==> src/rtl/mod_n_pkg.sv <==
// Shared width, reset-value and load-clamp rules for the mod-N counter family.
package mod_n_pkg;

  function automatic int count_width(input int n);
    return (n > 2) ? $clog2(n) : 1;
  endfunction

  // Top-of-range value both counter directions start from / wrap to.
  function automatic int unsigned reset_value(input int unsigned n);
    return n - 1;
  endfunction

  // Compared at 32 bits, so a W-bit load value is never aliased against N,
  // even when N is a power of two.
  function automatic int unsigned clamp_load(input int unsigned value, input int unsigned n);
    return (value >= n) ? n - 1 : value;
  endfunction

endpackage

==> src/rtl/mod_n_down.sv <==
// Mod-N down counter with load, enable, cascade terminal count and wrap pulse.
// Define MOD_N_DOWN_ONESHOT_EN to stop at zero instead of wrapping.
module mod_n_down
  import mod_n_pkg::*;
#(
  parameter int N = 17,
  localparam int W = count_width(N)
) (
  input  logic         clk,
  input  logic         rst,
  input  logic         en,
  input  logic         load,
  input  logic [W-1:0] load_val,
  output logic [W-1:0] out,
  output logic         zero,
  output logic         tc,
  output logic         wrap
);

  localparam logic [W-1:0] RST_VAL = W'(reset_value(N));

  logic [W-1:0] r_out;
  logic         r_wrap;
  logic [W-1:0] w_load_clamped;
  logic         w_zero;

  assign w_load_clamped = W'(clamp_load(32'(load_val), N));
  assign w_zero         = (r_out == '0);

  always_ff @(posedge clk) begin
    if (rst) begin
      r_out  <= RST_VAL;
      r_wrap <= 1'b0;
    end else if (load) begin
      r_out  <= w_load_clamped;
      r_wrap <= 1'b0;
    end else if (en) begin
      if (w_zero) begin
`ifdef MOD_N_DOWN_ONESHOT_EN
        r_out  <= '0;
        r_wrap <= 1'b0;
`else
        r_out  <= RST_VAL;
        r_wrap <= 1'b1;
`endif
      end else begin
        r_out  <= r_out - 1'b1;
        r_wrap <= 1'b0;
      end
    end else begin
      r_wrap <= 1'b0;
    end
  end

  assign out  = r_out;
  assign zero = w_zero;
  assign tc   = en & w_zero;
  assign wrap = r_wrap;

endmodule
==> config.mk <==
export PLATFORM = sky130hd
export DESIGN_NAME = mod_n_down
export DESIGN_NICKNAME = d
export VERILOG_FILES = /design/src/rtl/mod_n_pkg.sv /design/src/rtl/mod_n_down.sv
export SDC_FILE = /design/constraint.sdc
export NUM_CORES = 1
export LEC_CHECK = 0
export ABC_AREA = 1
export CORE_AREA = 5 5 42 44
export CTS_BUF_LIST = sky130_fd_sc_hd__clkbuf_16
export CTS_CLUSTER_SIZE = 20
export DETAILED_ROUTE_END_ITERATION = 7
export DIE_AREA = 0 0 47 49
export REMOVE_ABC_BUFFERS = 1
export SYNTH_ARGS = -nofsm -noshare
export SYNTH_HDL_FRONTEND = slang
export SYNTH_SLANG_ARGS = --single-unit
export TNS_END_PERCENT = 100
==> constraint.sdc <==
create_clock -name clk -period 1.2 [get_ports clk]
set_input_delay 0.24 -clock clk [delete_from_list [all_inputs] [get_ports clk]]
set_output_delay 0.24 -clock clk [all_outputs]
set_load 0.005 [all_outputs]
# Word-level counts from Yosys, hierarchy flattened
# Index checks and enable logic that the tools add are counted.
# totals
wordCells	14
out_inout_bits	8
regBits	6
input_bits	9
# classes
n_bitwise	2
add_sub_neg	1
order_cmp	1
reduce_logical	3
mux	5
# ops
cell	count
5-bit 2-to-1 mux	4
5-bit >= comparator, second input constant	1
5-bit zero test	1
5-bit by 1-bit subtractor with 5-bit output, second input constant	1
3-bit OR reduction	1
2-bit nonzero test	1
1-bit AND	1
1-bit 2-to-1 mux	1
1-bit inverter	1

# Logic depth before layout (Yosys ltp)
# logic_depth
depth_word	4
mapped_depth	9
ltp_nobuf	9

# Worst setup path after synthesis
# No wires, ideal clock.
# synth_path
path_kind	reg2out
start	reg r_out[0], in the netlist out[0]
end	out tc
stages_incl_launch_ff	5
required_ns	0.960
slack_ns	0.065
n_path_buf	0
t_arrival_ns	0.895
cell_sequence	dfxtp_1 -> inv_1 -> ha_1 -> nand3_2 -> nor2_1
# synth_via
elab_chain_cells	2
# synth_rtl
item	line	rtl
start, declared	mod_n_down.sv:22	logic [W-1:0] r_out;
start signal, assigned	mod_n_down.sv:35	r_out <= w_load_clamped;
start signal, assigned	mod_n_down.sv:47	r_out <= r_out - 1'b1;
5-bit zero test	mod_n_down.sv:28	assign w_zero = (r_out == '0);
1-bit AND	mod_n_down.sv:57	assign tc = en & w_zero;
end, declared	mod_n_down.sv:16	output logic tc,
# No other way between the ends.

# Worst setup path after layout
# layout_path
start	reg r_out[0], in the netlist out[0]
end	out zero
# layout_via
elab_chain_cells	1
# layout_rtl
item	line	rtl
5-bit zero test	mod_n_down.sv:28	
end, declared	mod_n_down.sv:15	output logic zero,
# No other way between the ends.

==> reports/results.ini <==
[power_and_ir_drop]
p_leak_nw=0.4511
ir_drop_mv=0.6424
power.density_nw_per_um2=1284

[sta]
hold_violations=0
holdWs_ns=0.3640
finalClockSkew_ns=0.003274
min_period_ns=1.351
setup_viol=6
grt_setup_unrepaired=true
timing.fmax_ghz=0.7401
finalCritPeriodShare=1.126
setup_slack_ns=-0.1513
slew_viol_final=0
final.setup.tns_ns=-0.3430
worst_pin_slew_ns=0.2589
maxSlewHeadroom=0.8271

[run]
drv_cap=0

[grt]
grt_pass1_wl_mm=2.228
grtUsageTotal=0.1336
globalRoute.totalOverflow=0
grt_pass1_vias=508
grt_max_degree=8
antenna_found_initial=0

[setup_path]
worstPathMaxFanout=3
startpoint_type=flip-flop
path_depth=6
critPathMaxStageDelay_ns=0.31
reg2reg_depth=9
crit_type=flip-flop to output pin
crit_required_ns=0.96
crit_chain=inv_2 > ha_4 > nand3_4 > buf_6 > inv_2 > buf_6
cp_top_family=buffers and inverters
cp.buffers_inverters=4
crit_slowest_cell=dfxtp_2
cp.arrival_ns=1.11
worstSetupEndpointType=output pin

[logic_synthesis]
yosysWarnings=0
synth_cells=69
ys_types=16
syn-cell-area_sq_um=421.7
synth-seq-cells=6
avgSynthCellArea_sq_um=6.111
ys_seq_area_frac=0.2849

[detailed_routing]
drc=0
dr.pass1.iters=4
wl_per_cell_um=11.05
viasPerCell=4.555
dr_total_vias=542
drt-total-wl_mm=1.315
drt_iter0_drc=8
antenna_left=0

[floorplanning]
initial_utilization=0.3009
core_sq_um=1401
core.rowCount=14
die_y_um=49
ioPinCount=17
die_w_um=47
dieArea_sq_um=2303

[final_layout]
fill_cells=146
final_layout_size_suffix_gt1_frac=0.4854
mostFrequentLayoutCell=buf_4
mostFrequentLayoutCells=buf_4 (14), nand2_1 (12), inv_1 (10)
areaGrowthSynthToFinish_pct=104.7
layout.nets=115
final_cells=119
antennaDiodeCount=0
multi_input_area_sq_um=304.0
regArea_sq_um=125.1

[clocking]
cts_root_buf=clkbuf_16
ctsHoldBuffers=0
clk_latency_ns=0.23
cts.htree.levels=1
cts_buffers=3
clk_pin_slew_worst_paths_ns=0.04
clock_sinks=6
clock_path_buffers=2
cts_tree=built

[min_path]
hold-path-cell-count=2
min_path_type=input port to flip-flop

[placed_design]
gp_congestion=0.8194
hpwl_um=992
port_buffers=16
dp.cells=114

[status]
violations=setup timing
status=complete, but fails checks

==> routing by layer <==
layer | GRT usage | vias to the layer above | wire length (um)
met3 | 0.03690 | 5 | 104
met4 | 0.06912 | 0 | 31
met2 | 0.1968 | 21 | 626
met1 | 0.1707 | 233 | 553
met5 | 0 | - | 0
li1 | - | 283 | -
==> cell usage after synthesis, drive strengths merged <==
| library cell | count | area share |
|---|---|---|
| a21oi | 6 | 0.080 |
| dfxtp | 6 | 0.28 |
| ha | 1 | 0.030 |
| inv | 17 | 0.16 |
| nand2 | 18 | 0.17 |
| nand3 | 6 | 0.095 |
| nand3b | 2 | 0.036 |
| nor2 | 8 | 0.089 |
| nor4 | 1 | 0.015 |
| o21ai | 4 | 0.047 |
==> report_power, final <==
group	switching (W)	total (W)	internal, W	leakage [nW]
Sequential	0.00000992	0.000231	0.000221	0.0508
Combinational	0.000161	0.000334	0.000173	0.363
Clock	0.000116	0.000544	0.000428	0.0370
==> cell type report <==
cell class	count	area share
clock buffer	3	0.08696
sequential	6	0.1449
tap	16	0.02319
timing repair buffer	31	0.3130
inverter	17	0.07971
multi-input combinational	46	0.3522
==> worst register-to-register path: cells and delay by family (launching register included) <==
| family | cells | cell delay, ns |
|---|---|---|
| and+or+nand+nor | 4 | 0.29 |
| buffers and inverters | 4 | 0.38 |
| adders and majority gates | 1 | 0.15 |
| DFF | 1 | 0.31 |
==> final timing paths <==
check          from      to  slack (ns)
min reg2reg  out[3]  out[3]        0.64
max reg2reg  out[0]  out[2]       -0.04
min            load    wrap        0.36
max          out[0]    zero       -0.15
==> through the flow <==
step,power (W),setup slack [ns],util,instance area (sq um)
4_1_cts,0.001097,-0.1966,0.5973,837.1
6_report,0.001109,-0.1513,0.6161,863.3
5_1_grt,0.001175,-0.1857,0.6161,863.3
3_3_place_gp,0.0005052,-0.3977,0.4991,699.4
3_5_place_dp,0.0005109,-0.4178,0.4991,699.4
2_1_floorplan,0.0003550,0.06512,-,421.7
==> state kept, by name (all words and copies together) (netlist names) <==
| signal | flops |
|---|---|
| wrap | 1 |
| out | 5 |
==> repair_timing <==
action                                  4_1_cts  5_1_grt
resized for setup                            32       12
endpoints found under the setup margin       11       10
buffers inserted                              2        1
cloned                                        0        0
pin swaps                                     2        6
==> cells by family (layout without fill, tap and decap cells) <==
family | count (synthesis) | count (layout) | share of synthesized area
AND/OR/NAND/NOR | 35 | 35 | 0.4006
buffers and inverters | 17 | 51 | 0.1573
flip-flops | 6 | 6 | 0.2849
adder cells (fa/ha/maj) | 1 | 1 | 0.02967
AO/OA/AOI/OAI | 10 | 10 | 0.1276
No activity file was read; power rests on OpenSTA's default activity.
